`config.mk`:
```
export PLATFORM = sky130hd
export DESIGN_NAME = mem_bus_arbiter_2_flat
export DESIGN_NICKNAME = d
export VERILOG_FILES = /design/src/rtl/mem_bus_arbiter_2_if.sv /design/src/rtl/mem_bus_arbiter_2.sv /design/src/flat_wrapper.sv
export SDC_FILE = /design/constraint.sdc
export NUM_CORES = 1
export LEC_CHECK = 0
export CAP_MARGIN = 30
export CORE_AREA = 2 2 39 41
export CTS_CLUSTER_SIZE = 12
export DETAILED_ROUTE_END_ITERATION = 8
export DIE_AREA = 0 0 41 43
export DONT_BUFFER_PORTS = 1
export GPL_TIMING_DRIVEN = 0
export PLACE_DENSITY_LB_ADDON = 0.05
export SLEW_MARGIN = 15
export SYNTH_ARGS = -nofsm -noshare
export SYNTH_HDL_FRONTEND = slang
export SYNTH_SLANG_ARGS = --single-unit
export TNS_END_PERCENT = 20
```
`constraint.sdc`:
```
create_clock -name clock -period 2.25 [get_ports clock]
set_clock_uncertainty 0.2 [all_clocks]
set_input_delay 0.1125 -clock clock [delete_from_list [all_inputs] [get_ports clock]]
set_output_delay 0.1125 -clock clock [all_outputs]
set_load 0.01 [all_outputs]
```
`src/rtl/mem_bus_arbiter_2_if.sv`:
```
// Request/grant bundle between two bus requesters and the round-robin arbiter.
// The master side issues requests and completion; the slave side is the arbiter.
interface mem_bus_arbiter_2_if;
    logic Req_0;
    logic Req_1;
    logic Done;
    logic Grant_0;
    logic Grant_1;
    logic MuxSel;
    logic MuxEnable;
    logic Timeout;
    logic Busy;

    modport master (
        output Req_0,
        output Req_1,
        output Done,
        input  Grant_0,
        input  Grant_1,
        input  MuxSel,
        input  MuxEnable,
        input  Timeout,
        input  Busy
    );

    modport slave (
        input  Req_0,
        input  Req_1,
        input  Done,
        output Grant_0,
        output Grant_1,
        output MuxSel,
        output MuxEnable,
        output Timeout,
        output Busy
    );
endinterface

```
`src/rtl/mem_bus_arbiter_2.sv`:
```
// Two-requester round-robin bus arbiter driving a 2:1 mux, with a watchdog on
// open grants and a mandatory idle turnaround cycle between grants.
module mem_bus_arbiter_2 #(
    parameter int unsigned TIMEOUT_CYCLES = 15,
    parameter int unsigned CNT_WIDTH      = 4
) (
    input  logic                 clock,
    input  logic                 reset,
    mem_bus_arbiter_2_if.slave   bus
);

    localparam logic [CNT_WIDTH-1:0] CNT_LIMIT = CNT_WIDTH'(TIMEOUT_CYCLES - 1);
    localparam logic [CNT_WIDTH-1:0] CNT_MAX   = {CNT_WIDTH{1'b1}};

    typedef enum logic [1:0] {
        IDLE = 2'd0,
        GNT0 = 2'd1,
        GNT1 = 2'd2
    } state_t;

    state_t               state_q, state_d;
    logic [CNT_WIDTH-1:0] cnt_q, cnt_d;
    logic                 last_q, last_d;
    logic                 timeout_q, timeout_d;
    logic                 grant_0_q, grant_0_d;
    logic                 grant_1_q, grant_1_d;
    logic                 mux_sel_q, mux_sel_d;
    logic                 mux_en_q, mux_en_d;
    logic                 busy_q, busy_d;

    logic                 owner;
    logic                 owner_req;

    // Requester currently holding the bus, and whether it still wants it.
    assign owner     = (state_q == GNT1);
    assign owner_req = owner ? bus.Req_1 : bus.Req_0;

    // Next-state, counter and registered-output decode.
    always_comb begin
        state_d   = state_q;
        cnt_d     = cnt_q;
        last_d    = last_q;
        timeout_d = 1'b0;

        case (state_q)
            IDLE: begin
                cnt_d = '0;
                if (bus.Req_0 && bus.Req_1) begin
                    state_d = last_q ? GNT0 : GNT1;
                end else if (bus.Req_0) begin
                    state_d = GNT0;
                end else if (bus.Req_1) begin
                    state_d = GNT1;
                end
            end
            GNT0, GNT1: begin
                // Done beats abort beats watchdog; all three release to IDLE.
                if (bus.Done || !owner_req || (cnt_q == CNT_LIMIT)) begin
                    state_d   = IDLE;
                    last_d    = owner;
                    cnt_d     = '0;
                    timeout_d = !bus.Done && owner_req;
                end else if (cnt_q != CNT_MAX) begin
                    cnt_d = cnt_q + CNT_WIDTH'(1);
                end
            end
            default: begin
                state_d = IDLE;
                cnt_d   = '0;
            end
        endcase

        grant_0_d = (state_d == GNT0);
        grant_1_d = (state_d == GNT1);
        mux_sel_d = (state_d == GNT1);
        mux_en_d  = (state_d != IDLE);
        busy_d    = (state_d != IDLE);
    end

    always_ff @(posedge clock) begin
        if (reset) begin
            state_q   <= IDLE;
            cnt_q     <= '0;
            last_q    <= 1'b1;
            timeout_q <= 1'b0;
            grant_0_q <= 1'b0;
            grant_1_q <= 1'b0;
            mux_sel_q <= 1'b0;
            mux_en_q  <= 1'b0;
            busy_q    <= 1'b0;
        end else begin
            state_q   <= state_d;
            cnt_q     <= cnt_d;
            last_q    <= last_d;
            timeout_q <= timeout_d;
            grant_0_q <= grant_0_d;
            grant_1_q <= grant_1_d;
            mux_sel_q <= mux_sel_d;
            mux_en_q  <= mux_en_d;
            busy_q    <= busy_d;
        end
    end

    assign bus.Grant_0   = grant_0_q;
    assign bus.Grant_1   = grant_1_q;
    assign bus.MuxSel    = mux_sel_q;
    assign bus.MuxEnable = mux_en_q;
    assign bus.Timeout   = timeout_q;
    assign bus.Busy      = busy_q;

    // Mutual exclusion of grants and mux enable tracking bus ownership.
    a_one_hot_grant : assert property (@(posedge clock) !(grant_0_q && grant_1_q));
    a_en_matches_busy : assert property (@(posedge clock) mux_en_q == busy_q);

endmodule

```
`src/flat_wrapper.sv`:
```
// flat-port wrapper written by rule: the top's interface ports become plain ports
module mem_bus_arbiter_2_flat 
#(
    parameter int unsigned TIMEOUT_CYCLES = 15,
    parameter int unsigned CNT_WIDTH      = 4
)
  (clock, reset, bus_Req_0, bus_Req_1, bus_Done, bus_Grant_0, bus_Grant_1, bus_MuxSel, bus_MuxEnable, bus_Timeout, bus_Busy);
  mem_bus_arbiter_2_if bus_i ();
  input  logic clock;
  input  logic reset;
  input wire logic [$bits(bus_i.Req_0)-1:0] bus_Req_0;
  input wire logic [$bits(bus_i.Req_1)-1:0] bus_Req_1;
  input wire logic [$bits(bus_i.Done)-1:0] bus_Done;
  output wire logic [$bits(bus_i.Grant_0)-1:0] bus_Grant_0;
  output wire logic [$bits(bus_i.Grant_1)-1:0] bus_Grant_1;
  output wire logic [$bits(bus_i.MuxSel)-1:0] bus_MuxSel;
  output wire logic [$bits(bus_i.MuxEnable)-1:0] bus_MuxEnable;
  output wire logic [$bits(bus_i.Timeout)-1:0] bus_Timeout;
  output wire logic [$bits(bus_i.Busy)-1:0] bus_Busy;
  assign bus_i.Req_0 = bus_Req_0;
  assign bus_i.Req_1 = bus_Req_1;
  assign bus_i.Done = bus_Done;
  assign bus_Grant_0 = bus_i.Grant_0;
  assign bus_Grant_1 = bus_i.Grant_1;
  assign bus_MuxSel = bus_i.MuxSel;
  assign bus_MuxEnable = bus_i.MuxEnable;
  assign bus_Timeout = bus_i.Timeout;
  assign bus_Busy = bus_i.Busy;
  mem_bus_arbiter_2 #(.TIMEOUT_CYCLES(TIMEOUT_CYCLES), .CNT_WIDTH(CNT_WIDTH)) u_core (.clock(clock), .reset(reset), .bus(bus_i));
endmodule
```
==> Word-level counts from Yosys, hierarchy flattened <==
Index checks and enable logic that the tools add are counted.
{ "classes": {"addsub": 1, "bitwise_logic": 2, "mux": 7, "reduce_logical": 12, "eq_ne": 6} }
{ "ops": {"columns": ["operator", "count"], "rows": [
  ["$mux W2", 5],
  ["$reduce_or A3 Y1", 2],
  ["$add A4 B1 Y4 const B", 1],
  ["$eq A2 B1 Y1 const B", 2],
  ["$eq A2 B2 Y1 const B", 2],
  ["$eq A4 B4 Y1 const B", 1],
  ["$ne A4 B4 Y1 const B", 1],
  ["$pmux W2 S2", 1],
  ["$logic_and A1 B1 Y1", 2],
  ["$logic_not A1 Y1", 2],
  ["$logic_not A2 Y1", 1],
  ["$logic_or A1 B1 Y1", 2],
  ["$not A1 Y1", 2],
  ["$reduce_and A2 Y1", 1],
  ["$reduce_bool A2 Y1", 1],
  ["$reduce_or A2 Y1", 1],
  ["$mux W1", 1]
]} }
{ "totals": {"ff_bits": 11, "input_bits": 5, "output_inout_bits": 6, "wordCells": 35} }

==> Longest topological paths before layout <==
{ "depth": {"word_depth": 8, "ltp_mapped": 6, "depth_no_buf": 6} }

==> Worst setup path after synthesis <==
OpenSTA, ideal clock, no wires.
{ "synth_timing": {"kind": "register to register", "startpoint": "reg u_core.state_q[0]", "endpoint": "reg u_core.grant_0_q (netlist: u_core.bus.Grant_0)", "setup_slack_ps": 512, "n_path_buf": 0, "required_ps": 1934, "period_less_slack_ps": 1738, "arrival_time_ps": 1422, "setup_time_ps": 116, "path_stages_with_launch": 7, "cell_sequence": "dfxtp_1 inv_1 ha_1 mux2i_1 nor3b_4 a32o_2 and3_1"} }
{ "synth_via": {"elab_chain_cells": 8, "elab_cells_between_ends": 14, "classes_between": "eq/ne: 3; mux: 6; reduce/logical: 5"} }
{ "synth_rtl": {"columns": ["item", "line_no", "source"], "rows": [
  ["from (decl)", "mem_bus_arbiter_2.sv:21", "state_t state_q, state_d;"],
  ["from (signal assigned)", "mem_bus_arbiter_2.sv:92", "state_q <= state_d;"],
  ["$eq A2 B2 Y1 (*)", "mem_bus_arbiter_2.sv:35", "assign owner = (state_q == GNT1);"],
  ["net u_core.owner", "mem_bus_arbiter_2.sv:31", "logic owner;"],
  ["$mux W1", "mem_bus_arbiter_2.sv:36", "assign owner_req = owner ? bus.Req_1 : bus.Req_0;"],
  ["$logic_not A1 Y1", "mem_bus_arbiter_2.sv:58", "if (bus.Done || !owner_req || (cnt_q == CNT_LIMIT)) begin"],
  ["$logic_or A1 B1 Y1 (2 in a row)", "mem_bus_arbiter_2.sv:58", null],
  ["$mux W2", "mem_bus_arbiter_2.sv:58", null],
  ["$pmux W2 S2 (*)", "mem_bus_arbiter_2.sv:45", "case (state_q)"],
  ["$eq A2 B1 Y1 (*)", "mem_bus_arbiter_2.sv:73", "grant_0_d = (state_d == GNT0);"],
  ["to (signal assigned)", "mem_bus_arbiter_2.sv:96", "grant_0_q <= grant_0_d;"],
  ["to (decl)", "mem_bus_arbiter_2.sv:25", "logic grant_0_q, grant_0_d;"]
]} }
The timed path passes the listed nets; every way through them passes the cells marked *.
A chain may end at the register's enable or synchronous reset.

==> Final worst setup path <==
{ "layout_timing": {"startpoint": "reg u_core.state_q[0]", "endpoint": "reg u_core.grant_1_q (netlist: u_core.bus.Grant_1)"} }
{ "layout_via": {"elab_chain_cells": 8, "elab_cells_between_ends": 14, "classes_between": "eq/ne: 3; mux: 6; reduce/logical: 5"} }
{ "layout_rtl": {"columns": ["item", "line_no", "source"], "rows": [
  ["$eq A2 B2 Y1 (*)", "mem_bus_arbiter_2.sv:35", null],
  ["net u_core.owner", "mem_bus_arbiter_2.sv:31", null],
  ["$mux W1", "mem_bus_arbiter_2.sv:36", null],
  ["$logic_not A1 Y1", "mem_bus_arbiter_2.sv:58", null],
  ["$logic_or A1 B1 Y1 (2 in a row)", "mem_bus_arbiter_2.sv:58", null],
  ["$mux W2", "mem_bus_arbiter_2.sv:58", null],
  ["$pmux W2 S2 (*)", "mem_bus_arbiter_2.sv:45", null],
  ["$eq A2 B2 Y1 (*)", "mem_bus_arbiter_2.sv:74", "grant_1_d = (state_d == GNT1);"],
  ["to (signal assigned)", "mem_bus_arbiter_2.sv:97", "grant_1_q <= grant_1_d;"],
  ["to (decl)", "mem_bus_arbiter_2.sv:26", "logic grant_1_q, grant_1_d;"]
]} }
Marked as above.

==> summary.md <==
| Metric | Value |
|---|---|
| Drt drc | 0 |
| Die W | 41 um |
| Fin crit period | 1920 ps |
| Worst R2R Path Depth | 6 |
| R2R setup slack | 330 ps |
| Peak supply drop | 0.000311 V |
| Synthesized cell area | 581 um^2 |
| Setup Buffers After CTS | 0 |
| EDFF count, synth | 0 |
| Final ANT Viol Nets | 0 |
| RSZ-0062 raised after global routing | no |
| Routability cong. | 0.692 |
| WL/cell | 11.9 um |
| Crit path kind | reg -> reg |
| Total grt overflow | 0 |
| TritonCTS Buffers | 3 |
| DRT Pass-1 Iters | 3 |
| CTS resizes | 0 |
| Clock transition at path regs | 80 ps |
| Clock share of power | 0.321 |
| Antenna cell count | 0 |
| First-pass GRT wire length | 1660 um |
| Sink Count | 11 |
| PortBufs | 0 |
| Synth unique cells | 28 |
| Via count | 431 |
| Hold Crit Start | bus_Req_0 |
| Total track usage | 0.143 |
| Sw Share | 0.277 |
| CTS tree | done |
| Nets | 79 |
| Max-Cap Viols | 0 |
| Critical Path Start Type | register |
| Max clock buf depth | 2 |
| CP Max Fanout | 5 |
| Initial Utilization | 0.420 |
| DRT Wirelength | 1000 um |
| Pint | 0.310 mW |
| Top FF cell, synth | dfxtp_1 |
| Worst R2R Start | u_core.state_q[0] |
| Worst setup margin | 329 ps |
| Final hold vios | 0 |
| Slew headroom | 0.791 |
| Post-synthesis sequential area ratio | 0.379 |
| Core Box Area | 1380 um^2 |
| Hold Crit Depth | 4 |
| Syn_nets | 70 |
| # setup viols final | 0 |
| Cell row count | 14 |
| DR iter-0 viols | 12 |
| Yosys reg bits | 11 |
| Mean post-synth cell area | 9.68 um^2 |
| Vias in the first global route | 391 |
| Die footprint | 1760 um^2 |
| Combinational Power Share | 0.165 |
| Clock latency on the worst-skew pair | 270 ps |
| Layout area overhead | 15.1% |
| Worst Setup End Kind | register |
| Fin. max-slew vios | 0 |
| Worst EP arrival | 1910 ps |
| Worst Hold Margin | 45.6 ps |
| Hold EP | u_core.last_q |
| Ys async rst share | 0 |
| Cell Pwr Density | 641 nW/um^2 |
| Largest net degree at the start of global routing | 8 |
| Status | finished, final reports clean |
| Hold buffer count at cts | 4 |
| Antenna violations before repair | 0 |
| Ratio of cells with drive above 1 in the final layout | 0.206 |
| Reg2Reg Capture Point | u_core.bus.Grant_1 |
| DP Worst Slack | 349 ps |
| Mapped Cells | 60 |
| Most common cell in the netlist | dfxtp_1 |
| Critical Path RT | 2240 ps |
| Dpl hpwl | 747 um |
| Sw power | 0.119 mW |
| Root buffer cell | clkbuf_4 |
| Chip height | 43 um |
| Hold WC Path Type | in -> reg |
| Top cells by count, synth | dfxtp_1, ha_1, inv_1, nor2_1 |
| Area leader, netlist | dfxtp_1 |
| Synth area leaders | dfxtp_1, ha_1, inv_1 |
| Post-DR vias/cell | 5.13 |
| Max Freq | 521 MHz |
| Share of the synthesized area in the top cell type | 0.379 |
| Setup tns final | 0 ps |
| Slew @ Worst Pin | 305 ps |
| Period utilization | 0.854 |
| H-tree Lvls | 1 |
| Seq pwr share | 0.514 |
| Static Leak | 0.278 nW |
| Synth warn | 0 |
| # IOs | 11 |
==> logic make-up (layout without fill, tap and decap cells) <==
logic type	count (synthesis)	after routing	share of synthesized area
XOR/XNOR	1	1	0.0151
flip-flops	11	11	0.379
buffers and inverters	7	15	0.0582
multiplexers	1	1	0.0172
AO/OA/AOI/OAI	12	12	0.168
adder cells (fa/ha/maj)	5	5	0.108
AND/OR/NAND/NOR	23	23	0.254
==> how the worst max path moves through the flow <==
stage / depth (start not counted) / startpoint / to
global placement: 6 / u_core.state_q[0] / u_core.bus.Grant_0
floorplan: 6 / u_core.state_q[0] / u_core.bus.Grant_0
global route: 6 / u_core.state_q[0] / u_core.cnt_q[2]
detailed placement: 6 / u_core.state_q[0] / u_core.bus.Grant_1
CTS: 6 / u_core.state_q[0] / u_core.bus.Grant_1
finish: 6 / u_core.state_q[0] / u_core.bus.Grant_1
==> sequential cells by signal (all words and copies together), names as in the netlist <==
name,cells
u_core.bus.Timeout,1
u_core.cnt_q,4
u_core.last_q,1
u_core.bus.MuxEnable,1
u_core.state_q,2
u_core.bus.Grant_0,1
u_core.bus.Grant_1,1
==> per-layer routing <==
metal / track usage / up-vias / part of all wire
li1: - / 230 / -
met4: 0.0800 / 0 / 0
met3: 0.0628 / 0 / 0.046
met2: 0.181 / 9 / 0.42
met1: 0.195 / 192 / 0.53
met5: 0 / - / 0
==> layout by cell type, fill, tap and decap left out <==
master | synthesis | final
a31oi_1 | 2 | 2
nor4_2 | 1 | 1
nor3b_4 | 1 | 1
a21oi_1 | 1 | 1
nor3b_1 | 2 | 2
mux2i_1 | 1 | 1
nand3b_2 | 1 | 1
xnor2_1 | 1 | 1
dfxtp_1 | 11 | 11
inv_1 | 5 | 5
or2_0 | 1 | 1
clkbuf_4 | 0 | 3
and3_1 | 2 | 2
o21ai_0 | 2 | 2
dlygate4sd3_1 | 0 | 4
ha_1 | 5 | 5
nand3_1 | 3 | 3
a22o_1 | 1 | 1
nor3_2 | 1 | 1
nand2_1 | 3 | 3
nor2_1 | 5 | 5
clkinv_2 | 0 | 1
a32oi_1 | 1 | 1
a31o_2 | 1 | 1
nand2b_1 | 1 | 1
nor3_1 | 2 | 2
a32o_2 | 1 | 1
o31ai_1 | 1 | 1
a211oi_2 | 1 | 1
a31oi_2 | 1 | 1
buf_4 | 2 | 2
==> critical path, stage by stage, from the launching register on <==
cell,delay (ps)
dfxtp_1,430
inv_1,90
ha_1,230
mux2i_1,170
nor3b_4,300
a31oi_2,180
nor4_2,230
==> area by class of cell <==
type	instances	area, um^2
inverter	5	18.8
tap	16	20.0
clock buffer	3	22.5
sequential	11	220
buffer	2	15.0
timing repair buffer	4	40.0
multi-input combinational	42	327
clock inverter	1	5.00
fill	132	716
==> per-stage QoR <==
stage / total power, mW / cells / cell area (um^2) / util
2_1_floorplan: 0.277 / 60 / 581 / -
3_3_place_gp: 0.288 / 76 / 601 / 0.434
3_5_place_dp: 0.287 / 76 / 601 / 0.434
4_1_cts: 0.435 / 84 / 668 / 0.483
5_1_grt: 0.453 / 84 / 668 / 0.483
6_report: 0.428 / 84 / 668 / 0.483
==> power groups by stage <==
stage                     Clock (mW)  Sequential, mW  Combinational (mW)
after floorplan                    0           0.222              0.0550
after global placement             0           0.225              0.0633
after detailed placement           0           0.224              0.0627
after CTS                      0.144           0.220              0.0712
after global routing           0.152           0.222              0.0794
final                          0.138           0.220              0.0706
Note: power is estimated with default switching activity, not from simulation.
